<file path="src/rtl/change_dispenser_if.sv">
// Change-request handshake between the vending FSM and the dispenser.
// master: drives req_valid/req_amt; slave: returns req_ready.
interface change_dispenser_if;
  logic       req_valid;
  logic [3:0] req_amt;
  logic       req_ready;

  modport master (
    output req_valid,
    output req_amt,
    input  req_ready
  );

  modport slave (
    input  req_valid,
    input  req_amt,
    output req_ready
  );
endinterface

</file>
<file path="src/rtl/change_dispenser_ctrl.sv">
// Coin-change dispenser sequencer: dimes first, nickels as fallback.
// Ports: clk/reset, req (slave handshake), coin_sensed, refill_*,
//   eject_*, busy, done, fault, owed, nickel_cnt, dime_cnt.
module change_dispenser_ctrl #(
  parameter int PULSE_CYCLES   = 4,
  parameter int TIMEOUT_CYCLES = 64,
  parameter int NICKEL_INIT    = 15,
  parameter int DIME_INIT      = 15
) (
  input  logic                clk,
  input  logic                reset,
  change_dispenser_if.slave   req,
  input  logic                coin_sensed,
  input  logic                refill_nickel,
  input  logic                refill_dime,
  output logic                eject_nickel,
  output logic                eject_dime,
  output logic                busy,
  output logic                done,
  output logic                fault,
  output logic [3:0]          owed,
  output logic [4:0]          nickel_cnt,
  output logic [4:0]          dime_cnt
);

  localparam int PW =
    (PULSE_CYCLES > 1) ? $clog2(PULSE_CYCLES) : 1;
  localparam int TW =
    (TIMEOUT_CYCLES > 1) ? $clog2(TIMEOUT_CYCLES) : 1;
  localparam logic [PW-1:0] P_LAST = PW'(PULSE_CYCLES - 1);
  localparam logic [TW-1:0] T_LAST = TW'(TIMEOUT_CYCLES - 1);
  localparam logic [4:0]    NI     = 5'(NICKEL_INIT);
  localparam logic [4:0]    DI     = 5'(DIME_INIT);

  typedef enum logic [2:0] {
    S_IDLE,
    S_SELECT,
    S_EJECT,
    S_WAIT,
    S_DONE,
    S_FAULT
  } state_t;

  state_t        r_state;
  logic [3:0]    r_owed;
  logic [4:0]    r_nick;
  logic [4:0]    r_dime;
  logic [PW-1:0] r_pulse;
  logic [TW-1:0] r_tmo;
  logic          r_is_dime;

  always_ff @(posedge clk) begin
    if (reset) begin
      r_state   <= S_IDLE;
      r_owed    <= '0;
      r_nick    <= NI;
      r_dime    <= DI;
      r_pulse   <= '0;
      r_tmo     <= '0;
      r_is_dime <= 1'b0;
    end else begin
      unique case (r_state)
        S_IDLE: begin
          if (refill_nickel) r_nick <= NI;
          if (refill_dime)   r_dime <= DI;
          if (req.req_valid) begin
            if (req.req_amt == 4'd0) begin
              r_state <= S_DONE;
            end else begin
              r_owed  <= req.req_amt;
              r_state <= S_SELECT;
            end
          end
        end
        S_SELECT: begin
          r_pulse <= '0;
          if (r_owed == 4'd0) begin
            r_state <= S_DONE;
          end else if (r_owed >= 4'd2 && r_dime != 5'd0) begin
            r_is_dime <= 1'b1;
            r_state   <= S_EJECT;
          end else if (r_nick != 5'd0) begin
            r_is_dime <= 1'b0;
            r_state   <= S_EJECT;
          end else begin
            // owed=1 with no nickels: never overpay with a dime
            r_state <= S_FAULT;
          end
        end
        S_EJECT: begin
          if (r_pulse == P_LAST) begin
            r_pulse <= '0;
            r_tmo   <= '0;
            r_state <= S_WAIT;
          end else begin
            r_pulse <= r_pulse + 1'b1;
          end
        end
        S_WAIT: begin
          if (coin_sensed) begin
            if (r_is_dime) begin
              r_dime <= r_dime - 5'd1;
              r_owed <= r_owed - 4'd2;
            end else begin
              r_nick <= r_nick - 5'd1;
              r_owed <= r_owed - 4'd1;
            end
            r_state <= S_SELECT;
          end else if (r_tmo == T_LAST) begin
            r_state <= S_FAULT;
          end else begin
            r_tmo <= r_tmo + 1'b1;
          end
        end
        S_DONE: begin
          r_state <= S_IDLE;
        end
        S_FAULT: begin
          if (refill_nickel) r_nick <= NI;
          if (refill_dime)   r_dime <= DI;
          // refill resumes the held request
          if (refill_nickel || refill_dime)
            r_state <= S_SELECT;
        end
        default: begin
          r_state <= S_IDLE;
        end
      endcase
    end
  end

  // Moore decode from registered state only
  logic w_eject;
  assign w_eject       = (r_state == S_EJECT);
  assign eject_dime    = w_eject & r_is_dime;
  assign eject_nickel  = w_eject & ~r_is_dime;
  assign req.req_ready = (r_state == S_IDLE);
  assign busy          = (r_state != S_IDLE);
  assign done          = (r_state == S_DONE);
  assign fault         = (r_state == S_FAULT);
  assign owed          = r_owed;
  assign nickel_cnt    = r_nick;
  assign dime_cnt      = r_dime;

endmodule

</file>
<file path="src/flat_wrapper.sv">
// flat-port wrapper written by rule: the top's interface ports become plain ports
module change_dispenser_ctrl_flat 
#(
  parameter int PULSE_CYCLES   = 4,
  parameter int TIMEOUT_CYCLES = 64,
  parameter int NICKEL_INIT    = 15,
  parameter int DIME_INIT      = 15
)
  (clk, reset, coin_sensed, refill_nickel, refill_dime, eject_nickel, eject_dime, busy, done, fault, owed, nickel_cnt, dime_cnt, req_req_valid, req_req_amt, req_req_ready);
  change_dispenser_if req_i ();
  input  logic clk;
  input  logic reset;
  input  logic coin_sensed;
  input  logic refill_nickel;
  input  logic refill_dime;
  output logic eject_nickel;
  output logic eject_dime;
  output logic busy;
  output logic done;
  output logic fault;
  output logic [3:0] owed;
  output logic [4:0] nickel_cnt;
  output logic [4:0] dime_cnt;
  input wire logic [$bits(req_i.req_valid)-1:0] req_req_valid;
  input wire logic [$bits(req_i.req_amt)-1:0] req_req_amt;
  output wire logic [$bits(req_i.req_ready)-1:0] req_req_ready;
  assign req_i.req_valid = req_req_valid;
  assign req_i.req_amt = req_req_amt;
  assign req_req_ready = req_i.req_ready;
  change_dispenser_ctrl #(.PULSE_CYCLES(PULSE_CYCLES), .TIMEOUT_CYCLES(TIMEOUT_CYCLES), .NICKEL_INIT(NICKEL_INIT), .DIME_INIT(DIME_INIT)) u_core (.clk(clk), .reset(reset), .req(req_i), .coin_sensed(coin_sensed), .refill_nickel(refill_nickel), .refill_dime(refill_dime), .eject_nickel(eject_nickel), .eject_dime(eject_dime), .busy(busy), .done(done), .fault(fault), .owed(owed), .nickel_cnt(nickel_cnt), .dime_cnt(dime_cnt));
endmodule
</file>
<file path="config.mk">
export PLATFORM = sky130hd
export DESIGN_NAME = change_dispenser_ctrl_flat
export DESIGN_NICKNAME = d
export VERILOG_FILES = /design/src/rtl/change_dispenser_if.sv /design/src/rtl/change_dispenser_ctrl.sv /design/src/flat_wrapper.sv
export SDC_FILE = /design/constraint.sdc
export NUM_CORES = 1
export LEC_CHECK = 0
export CORE_MARGIN = 2
export CORE_UTILIZATION = 60
export DETAILED_ROUTE_END_ITERATION = 8
export DONT_BUFFER_PORTS = 1
export GPL_TIMING_DRIVEN = 0
export PLACE_DENSITY = 0.76
export SLEW_MARGIN = 30
export SYNTH_ARGS = -nofsm -noshare
export SYNTH_HDL_FRONTEND = slang
export SYNTH_SLANG_ARGS = --single-unit
</file>
<file path="constraint.sdc">
create_clock -name clk -period 3.5 [get_ports clk]
set_clock_uncertainty 0.2 [all_clocks]
set_input_delay 0.7 -clock clk [delete_from_list [all_inputs] [get_ports clk]]
set_output_delay 0.7 -clock clk [all_outputs]
set_load 0.02 [all_outputs]
</file>
==> run_results.csv <==
group,metric,value,unit
cells_and_area,design_area,1830,µm²
cts,cts_buffers,3,
synth,synth-async-reset-ratio,0,%
floorplan,coreArea,2760,µm²
synth,ys_top_cells_by_area,"dfxtp_1 (30%), ha_1 (7.8%), o21ai_0 (4.6%), or3_1 (3.6%), a21oi_1 (3.4%)",
critical_path,start_kind,"flop",
synth,synthTopCellsByCount,"dfxtp_1 (26), inv_1 (16), o21ai_0 (16)",
cts,clock_path_buffers,2,
cts,clock_latency,330,ps
synth,yosys.area.top_type_share,29.7,%
critical_path,cp_max_fo,10,
floorplan,dieArea,3370,µm²
cts,cts_resized,0,
synth,ys_ff_latch,26,
floorplan,start_util,63.6,%
cts,cts_sinks,26,
place,dp_hpwl,3140,µm
floorplan,die_height,58.1,µm
critical_path,required,2600,ps
synth,seq_area_frac_synth,29.7,%
cells_and_area,fill_cells,243,
critical_path,end_kind,"primary output",
drt,route.detailed.drc,0,
cts,cts_max_level,1,
cts,clockRootBuffer,"clkbuf_4",
cells_and_area,drive_gt1_share,8.22,%
drt,drt-vias-per-instance,6.68,
power,total_power,0.957,mW
synth,synth.distinct_cells,60,
timing,min_period_over_period,78.3,%
cells_and_area,layout.nets,241,
global_route,grt_overflow,0,
cts,cts_tree,"done",
synth,synth_area_leader_cell,"dfxtp_1",
cts,cts_setup_buffers,0,
drt,antenna_left,0,
cells_and_area,area_growth,4.28,%
timing,slew_viol_final,0,
run_status,status,"completed",
floorplan,rows,19,
cells_and_area,seq_area,520,µm²
global_route,grt_max_degree,15,
synth,synth-edff-count,0,
power,leakagePower,0.704,nW
timing,hold_violations,0,
global_route,antenna_found_initial,0,
synth,ys.flop_type,"dfxtp_1",
drt,first_pass_iters,4,
global_route,grt_pass1_wl,7000,µm
synth,synth_nets,236,
floorplan,num_io_pins,30,
timing,rsz0062_at_grt,"no",
timing,tightestPinTransition,651,ps
critical_path,slowest_stage,"nor3_1",
synth,postSynthCellCount,215,
global_route,grt_pass1_vias,1588,
timing,fmax,0.365,GHz
power,peakVddDrop,0.000435,V
cells_and_area,multi_input_area,1120,µm²
critical_path,crit_path_max_incr_delay,600,ps
synth,ys_warn_count,0,
synth,yosys.cell_count.top_type,"dfxtp_1",
power,powerDensity,523,nW/µm²
cts,cts.clk_slew.worst_paths,140,ps
critical_path,critPathKind,"flop to primary output",
hold_path,min_path_type,"flop to flop",
synth,syn_area_per_cell,8.16,µm²
synth,syn_area,1750,µm²
cts,cts_hold_buffers,0,
place,gp_congestion,0.877,
drt,drt_iter0_drc,143,
critical_path,crit_arrival,1840,ps
job,maxCapViolations,0,
floorplan,fp.dieW,58.1,µm
timing,slew_headroom,56.3,%
timing,report.final.setup_viol,0,
global_route,track_usage,26.5,%
drt,drt_wl_total,4210,µm
place,placed_area,1790,µm²
cells_and_area,antenna_cells,0,
place,portBuffers,0,
drt,via_count,1671,
critical_path,crit_path_cell_trace,"clkbuf_1 > inv_1 > nor3_1",
drt,wl_per_cell,16.8,µm
timing,tns,0,ps
timing,fin_crit,2740,ps
==> placed cells by master, fill, tap and decap left out, drive strengths merged, types with 2 or more instances in the layout <==
cell type and instances:
ha 11, or4 3, a31oi 2, nand3b 3, or3 10, inv 16
nand4 2, mux2i 3, buf 7, a21oi 12, nor3 11, o21ai 16
nor2 9, dfxtp 26, a211o 4, nand2 13, nor2b 7, clkbuf 6
nor4b 3, and3 2, or2 2, a21boi 3, o31ai 4, o21bai 2
nand2b 5, nand3 5, nor4 2, a311oi 2, xnor2 2
==> metal layers <==
metal  track usage, %  wire length, µm
met5                0                0
met4             10.6               58
met3             5.13              348
met2             43.0             1970
met1             34.5             1830
==> power by group <==
group | internal (mW) | leakage (nW) | switching [mW] | total, mW
sequential | 0.324 | 0.211 | 0.0438 | 0.368
combinational | 0.158 | 0.472 | 0.276 | 0.434
clock | 0.0637 | 0.0210 | 0.0914 | 0.155
total | 0.546 | 0.704 | 0.411 | 0.957
==> final timing paths <==
check,from,cells after the start,end,slack [ps]
min,u_core.r_pulse[0],2,u_core.r_pulse[0],300
min reg2reg,u_core.r_pulse[0],2,u_core.r_pulse[0],300
max reg2reg,u_core.owed[0],6,u_core.r_state[0],1190
max,u_core.r_is_dime,3,eject_dime,760
==> critical path, delay by kind of cell, from the launching register on <==
family / cells / cell delay [ps]
and+or+nand+nor: 1 / 600
buffers and inverters: 2 / 570
DFF: 1 / 340
==> cell type report <==
type | instances | share of cell area, %
Buffer | 9 | 2.74
Clock buffer | 4 | 1.98
Inverter | 16 | 3.28
Tap cell | 31 | 2.12
Multi-Input combinational cell | 164 | 61.4
Sequential cell | 26 | 28.5
==> sequential cells by signal, indices dropped and copies added (netlist names) <==
register,count
u_core.r_state,3
u_core.owed,4
u_core.r_tmo,6
u_core.nickel_cnt,5
u_core.r_is_dime,1
u_core.dime_cnt,5
u_core.r_pulse,2
==> stage by stage <==
stage,cells,setup slack [ps],utilization (%),hold WS (ps)
6_report,250,759,66.3,303
5_1_grt,250,613,66.3,333
4_1_cts,250,774,66.3,300
3_5_place_dp,246,1160,65.0,267
3_3_place_gp,246,1180,65.0,261
2_1_floorplan,215,1380,-,236
==> kinds of logic after synthesis <==
group / share of synthesized area, %
compound gates: 24.8
xor+xnor: 1.50
fa+ha+maj: 7.85
buf+inv: 6.28
flops: 29.7
mux: 2.35
simple gates: 27.6
Power figures use the tool's default switching activity.
